File: config.mk
export PLATFORM = sky130hd
export DESIGN_NAME = imem_prog
export DESIGN_NICKNAME = d
export VERILOG_FILES = /design/src/rtl/imem_prog.sv
export SDC_FILE = /design/constraint.sdc
export NUM_CORES = 2
export LEC_CHECK = 0
export BUFFER_PORTS_ARGS = -buffer_cell sky130_fd_sc_hd__buf_2
export CAP_MARGIN = 20
export CORE_MARGIN = 1.5
export CORE_UTILIZATION = 45
export CTS_BUF_LIST = sky130_fd_sc_hd__clkbuf_16
export CTS_CLUSTER_DIAMETER = 100
export DETAILED_ROUTE_END_ITERATION = 16
export HOLD_SLACK_MARGIN = 0.02
export PLACE_DENSITY = 0.61
export SYNTH_ARGS = -nofsm -noshare
export SYNTH_HDL_FRONTEND = slang
export SYNTH_SLANG_ARGS = --single-unit
File: constraint.sdc
create_clock -name clk -period 7.3 [get_ports clk]
set_input_delay 0 -clock clk [delete_from_list [all_inputs] [get_ports clk]]
set_output_delay 0 -clock clk [all_outputs]
set_load 0.005 [all_outputs]
File: src/rtl/imem_prog.sv
// Loadable instruction memory: one registered read port with stall hold, plus a
// streaming load port with an auto-incrementing write pointer. Define IMEM_PARITY_EN
// to add an even-parity bit per word and the parity_err output.
module imem_prog #(
  parameter int N  = 32,
  parameter int AW = 6
) (
  input  logic          clk,
  input  logic          reset,
  input  logic [AW-1:0] addr,
  input  logic          stall,
  output logic [N-1:0]  q,
  output logic          q_valid,
  input  logic          load_start,
  input  logic          load_valid,
  input  logic [N-1:0]  load_data,
  input  logic          load_last,
  output logic          load_ready,
  output logic          busy,
`ifdef IMEM_PARITY_EN
  output logic          parity_err,
`endif
  output logic [AW:0]   loaded_words
);

  localparam int DEPTH = 2 ** AW;
`ifdef IMEM_PARITY_EN
  localparam int W = N + 1;
`else
  localparam int W = N;
`endif

  typedef enum logic {
    RUN  = 1'b0,
    LOAD = 1'b1
  } state_e;

  state_e        state_q, state_d;
  logic [AW-1:0] wr_ptr_q, wr_ptr_d;
  logic [N-1:0]  q_q, q_d;
  logic          q_valid_q, q_valid_d;
  logic [AW:0]   loaded_words_q, loaded_words_d;
  logic          parity_err_q, parity_err_d;

  logic          beat_acc;
  logic          beat_term;
  logic          wr_en;
  logic [W-1:0]  wr_word;
  logic [W-1:0]  rd_word;

  // All-zero contents (NOP) at elaboration; zero data carries zero parity.
  logic [W-1:0] mem [DEPTH] = '{default: '0};

  // A beat arriving alongside load_start is dropped: the restart wins.
  assign beat_acc  = (state_q == LOAD) && load_valid && !load_start;
  assign beat_term = beat_acc && (load_last || (wr_ptr_q == AW'(DEPTH - 1)));
  assign wr_en     = beat_acc && reset;

`ifdef IMEM_PARITY_EN
  assign wr_word = {^load_data, load_data};
`else
  assign wr_word = load_data;
`endif

  assign rd_word = mem[addr];

  // ---------------------------------------------------------------------------
  // FSM: state register
  // ---------------------------------------------------------------------------
  always_ff @(posedge clk) begin
    // NOTE: sequential state uses non-blocking (<=) so every flop samples pre-edge values.
    if (!reset) state_q <= RUN;
    else        state_q <= state_d;
  end

  // ---------------------------------------------------------------------------
  // FSM: next-state logic
  // ---------------------------------------------------------------------------
  always_comb begin
    // NOTE: default assignment first so no path through the block infers a latch.
    state_d = state_q;
    unique case (state_q)
      RUN:  if (load_start) state_d = LOAD;
      LOAD: begin
        if (load_start)     state_d = LOAD;
        else if (beat_term) state_d = RUN;
      end
      default: state_d = RUN;
    endcase
  end

  // ---------------------------------------------------------------------------
  // FSM: outputs
  // ---------------------------------------------------------------------------
  always_comb begin
    load_ready = 1'b0;
    busy       = 1'b0;
    if (state_q == LOAD) begin
      load_ready = 1'b1;
      busy       = 1'b1;
    end
  end

  // ---------------------------------------------------------------------------
  // Datapath next-state
  // ---------------------------------------------------------------------------
  always_comb begin
    wr_ptr_d       = wr_ptr_q;
    q_d            = q_q;
    q_valid_d      = q_valid_q;
    parity_err_d   = parity_err_q;
    loaded_words_d = loaded_words_q;

    unique case (state_q)
      RUN: begin
        if (load_start) begin
          wr_ptr_d     = '0;
          q_d          = '0;
          q_valid_d    = 1'b0;
          parity_err_d = 1'b0;
        end else if (!stall) begin
          q_d          = rd_word[N-1:0];
          q_valid_d    = 1'b1;
          // XOR over data and stored parity bit is 1 exactly when they disagree.
          parity_err_d = (W > N) ? ^rd_word : 1'b0;
        end
      end
      LOAD: begin
        q_d          = '0;
        q_valid_d    = 1'b0;
        parity_err_d = 1'b0;
        if (load_start) begin
          wr_ptr_d = '0;
        end else if (beat_acc) begin
          // The terminating beat at the last address never advances past it.
          if (!beat_term) wr_ptr_d = wr_ptr_q + AW'(1);
          if (beat_term)  loaded_words_d = {1'b0, wr_ptr_q} + (AW + 1)'(1);
        end
      end
      default: ;
    endcase
  end

  always_ff @(posedge clk) begin
    if (!reset) begin
      wr_ptr_q       <= '0;
      q_q            <= '0;
      q_valid_q      <= 1'b0;
      parity_err_q   <= 1'b0;
      loaded_words_q <= '0;
    end else begin
      wr_ptr_q       <= wr_ptr_d;
      q_q            <= q_d;
      q_valid_q      <= q_valid_d;
      parity_err_q   <= parity_err_d;
      loaded_words_q <= loaded_words_d;
    end
  end

  // NOTE: storage has no reset term; program contents survive reset and map to RAM.
  always_ff @(posedge clk) begin
    if (wr_en) mem[wr_ptr_q] <= wr_word;
  end

  assign q            = q_q;
  assign q_valid      = q_valid_q;
  assign loaded_words = loaded_words_q;
`ifdef IMEM_PARITY_EN
  assign parity_err   = parity_err_q;
`else
  logic unused_parity;
  assign unused_parity = parity_err_q;
`endif

endmodule

Word-level counts from Yosys, hierarchy flattened. Memories as Yosys holds them, arrays and structs flattened. Cells that the tools add are included. W data, S select, Z words.

Register bits: 47. Bits in writable memories: 2048. Memories: 1.

Add/subtract/negate cells: 2. Eq/ne operators: 5. Multiplexer cells: 18. Bitwise gates (word level): 2. Reductions and logical operators: 8.

Memories: mem (words 64, bits a word 32, rd ports 1, clocked after memory_dff 0, write ports 1, line 52) `logic [W-1:0] mem [DEPTH] = '{default: '0};`.

Operator list (number): $mux W32 (2); $pmux W32 S2 (1); $mux W6 (4); $pmux W6 S2 (1); $mux W1 (8); $add A6 B1 Y7 const B (1); $add A6 B1 Y6 const B (1); $eq A6 B6 Y1 const B (1); $ne A3 B3 Y1 const B (2); $logic_and A1 B1 Y1 (4); $pmux W1 S2 (2); $reduce_and A4 Y1 (1); $ne A3 B2 Y1 const B (1); $reduce_and A3 Y1 (1); $ne A2 B2 Y1 const B (1); $not A1 Y1 (2); $logic_not A1 Y1 (1); $logic_or A1 B1 Y1 (1).

Logic depth before layout (Yosys ltp).
Depth after elaboration: 7. Depth in mapped cells: 11. Depth with buffers taken out: 6.

Worst setup path before layout. OpenSTA, ideal clock, no wires.

Path type: register -> register. Start point: register wr_ptr_q[3]. End point: memory mem[10][0] (netlist name), enable pin. Setup time: 0.421 ns. Data arrival time: 2.583 ns. Required time: 6.879 ns. Path slack: 4.296 ns. Cell stages (with the launch flop): 5. Buffers on the path: 2. Period minus slack after synthesis: 3.004 ns. Cells stage by stage: dfxtp_1 clkbuf_1 or3b_2 buf_1 nor2_1.

RTL lines: start: declaration (line 39) `logic [AW-1:0] wr_ptr_q, wr_ptr_d;`; start signal: assignment (line 152) `wr_ptr_q <= wr_ptr_d;`; end: declaration (line 52).

Straight into the memory's write port.

Worst setup path in the final report.
Start point: register wr_ptr_q[4]. End point: register wr_ptr_q[4].

Longest elaborated chain between the ends: 5.

Ends and longest elaborated chain (line): $add A6 B1 Y6 / $eq A6 B6 Y1 (equally long branches) (136, 56); $mux W6 / $logic_or A1 B1 Y1 (equally long branches) (136, 56); $mux W6 / $logic_and A1 B1 Y1 (equally long branches) (134, 56); $mux W6 / $ne A3 B3 Y1 (equally long branches); $pmux W6 S2 / $reduce_and A3 Y1 (equally long branches).

Several ways; a longest one is shown, not always the timed one. The select of a mux whose other input is x is not followed. A chain may end at the register's enable or synchronous reset.

==> summary.md <==
| Metric | Value |
|---|---|
| Drt wl/cell | 35.2 um |
| Nets | 3935 |
| Clock power share | 0.423 |
| Number of max-cap violations | 0 |
| Worst Hold Class | input port to register |
| Count leader, synth | edfxtp_1 |
| Reg2Reg Setup Slack | 3.72 ns |
| Area leader, netlist | edfxtp_1 |
| Vias in the first global route | 39200 |
| Number of port buffers | 85 |
| Post-synth ARST share | 0 |
| CP Data Required Time | 8.01 ns |
| Net switching power | 5.39 mW |
| TritonCTS buffer count | 209 |
| Largest net degree at the start of global routing | 107 |
| Layout cell share with drive strength beyond 1 | 0.277 |
| Synth Flop Type | edfxtp_1 |
| Number of synthesis warnings | 0 |
| Fmax | 280 MHz |
| Fillers | 13600 |
| Final count of pins violating max slew | 0 |
| Initial Util | 0.454 |
| # clock sinks | 2095 |
| RR Startpoint | wr_ptr_q[4] |
| Number of flops mapped to enable cells by yosys | 2048 |
| First-pass GRT wire length | 313000 um |
| Top-Level Pins | 86 |
| First drt pass iteration count | 11 |
| Syn nets | 3645 |
| Via density | 6.25 |
| Sequential fraction of the synthesis area | 0.781 |
| Int Pwr | 19.6 mW |
| Worst hold path depth | 4 |
| Drt drc | 6 |
| Die Wd | 425 um |
| Worst Tran Pin Value | 1.16 ns |
| Critical path peak fanout | 10 |
| RSZ-0062 raised after global routing | no |
| Status | finished with violations |
| CP Launch Type | register |
| Final hold vios | 0 |
| Worst EP arrival | 4.29 ns |
| Sw Share | 0.216 |
| Crit path kind | register to register |
| Post-Layout Cell Count | 6418 |
| Worst-Skew Late Latency | 0.86 ns |
| Flop and latch count out of synthesis | 2095 |
| CTS HTree Levels | 4 |
| Post-synthesis area per instance | 22.2 um^2 |
| WL final | 226000 um |
| Cell Pwr Density | 273 nW/um^2 |
| Initial antenna violation count | 9 |
| Failing checks | design-rule violations |
| Post-CTS Setup Inserts | 0 |
| Final Cell Area | 91400 um^2 |
| Post-route ant nets | 0 |
| Clock skew | 0.0359 ns |
| Clock-pin slew on the worst setup and hold paths | 0.06 ns |
| Synthesized area | 80000 um^2 |
| LEAKAGE | 28.9 nW |
| Setup TNS | 0 ns |
| FP Rows | 154 |
| First DRT Iteration DRCs | 6037 |
| Synth top area cells | edfxtp_1 (77%), mux4_2 (14%), mux2i_1 (1.8%) |
| CP Capture Type | register |
| Post-CTS Hold Buffers | 43 |
| Sequential share of power | 0.530 |
| Logic gate share of total power | 0.046 |
| Root Buffer | clkbuf_16 |
| Pwr Total | 24.9 mW |
| P&R area growth vs syn | 14.3% |
| Critical path launch point | wr_ptr_q[4] |
| Hpwl dp | 128000 um |
| Die area | 180000 um^2 |
| Tcrit/Tclk final | 0.490 |
| Dpl cell area | 84200 um^2 |
| Unique masters post-synth | 57 |
| Mapped Cells | 3600 |
| Reg area | 62400 um^2 |
| Placed cell count | 5975 |
| GRT Overall Usage | 0.251 |
| Clock tree from TritonCTS | built |
| Synth top area share | 0.769 |
| Tmin final | 3.58 ns |
| R2R cell count | 7 |
| Reg-to-Reg End | wr_ptr_q[4] |
| # setup viols final | 0 |
| Gates resized, CTS repair | 0 |
| Grt total ovfl | 0 |
| Worst VDD drop | 265 uV |
| Synth top cells by count | edfxtp_1 (2048), mux4_2 (484), mux2i_1 (144) |
| Crit path to | wr_ptr_q[4] |
| Area of the multi-input gates | 17000 um^2 |
| DR vias | 40100 |
| Hold path startpoint | addr[3] |
| GP Congestion | 0.831 |
| Rel. slew slack | 0.223 |
| Chip Height | 425 um |
| Core ar. | 176000 um^2 |
| Max Buffers Root-to-Sink | 3 |
==> layout make-up <==
cell class | instances | share of cell area
Timing Repair Buffer | 280 | 0.0246
Tap cell | 2340 | 0.0320
Inverter | 7 | 0.000287
Clock buffer | 211 | 0.0578
Clock inverter | 182 | 0.0164
Multi-Input combinational cell | 1297 | 0.186
Antenna cell | 6 | 0.000164
Sequential cell | 2095 | 0.683
==> worst min-delay path by stage <==
stage                        to
CTS                       q[11]
global route              q[11]
global placement        state_q
finish                    q[11]
floorplan             mem[0][0]
detailed placement  wr_ptr_q[4]
==> per-layer routing <==
layer | part of all wire | global-route usage | vias to the layer above
li1 | - | - | 15900
met1 | 0.40 | 0.362 | 21700
met2 | 0.47 | 0.387 | 2211
met3 | 0.097 | 0.0513 | 345
met4 | 0.033 | 0.0792 | 2
met5 | 0.000062 | 0 | -
==> cell families after synthesis <==
family | after synthesis | synth area share
flip-flops | 2095 | 0.781
XOR/XNOR | 9 | 0.000985
buffers and inverters | 208 | 0.0137
AND/OR/NAND/NOR | 330 | 0.0198
multiplexers | 650 | 0.157
adder cells (fa/ha/maj) | 1 | 0.000156
AO/OA/AOI/OAI | 307 | 0.0274
==> layout by cell type, fill, tap and decap left out, types with 22 or more instances in the layout <==
master | netlist | routed
dfxtp_1 | 47 | 47
clkbuf_16 | 0 | 211
a22oi_1 | 46 | 46
nor2_4 | 0 | 64
nor3_1 | 32 | 31
a21oi_1 | 35 | 35
nand2_1 | 64 | 64
dlygate4sd3_1 | 0 | 43
o21ai_0 | 36 | 36
o22ai_1 | 53 | 53
mux4_2 | 484 | 484
mux2_2 | 22 | 22
clkinv_1 | 0 | 45
nor2_1 | 114 | 49
buf_2 | 55 | 82
edfxtp_1 | 2048 | 2048
inv_1 | 7 | 53
a211oi_1 | 31 | 31
buf_4 | 43 | 136
mux2i_1 | 144 | 144
clkinv_2 | 0 | 46
==> per-stage QoR <==
stage,hold WS (ns),worst slack [ns],util
global placement,0.391,3.72,0.476
floorplan,0.0989,4.30,-
CTS,0.0573,3.83,0.518
finish,0.117,3.72,0.518
detailed placement,0.396,3.79,0.477
global route,0.0541,3.65,0.518
==> state kept, by name (all words and copies together), names as in the netlist <==
signal,count
loaded_words,7
q_valid,1
wr_ptr_q,6
mem,2048
state_q,1
q,32
==> worst max-delay path, stage by stage, from the launching register on <==
cell,delay (ns)
dfxtp_1,0.62
nand3_1,0.90
nor2_1,0.49
nor4_1,0.09
dlygate4sd3_1,0.58
xnor2_1,0.15
nor2_1,0.06
dlygate4sd3_1,0.56
==> power groups by stage <==
stage,Clock (mW),Sequential [mW],Combinational [mW]
6_report,10.6,13.2,1.16
5_1_grt,11.1,13.2,1.21
4_1_cts,10.7,13.2,1.16
3_5_place_dp,0,13.5,1.14
3_3_place_gp,0,13.5,1.13
2_1_floorplan,0,13.5,0.591
Power figures use the tool's default switching activity.
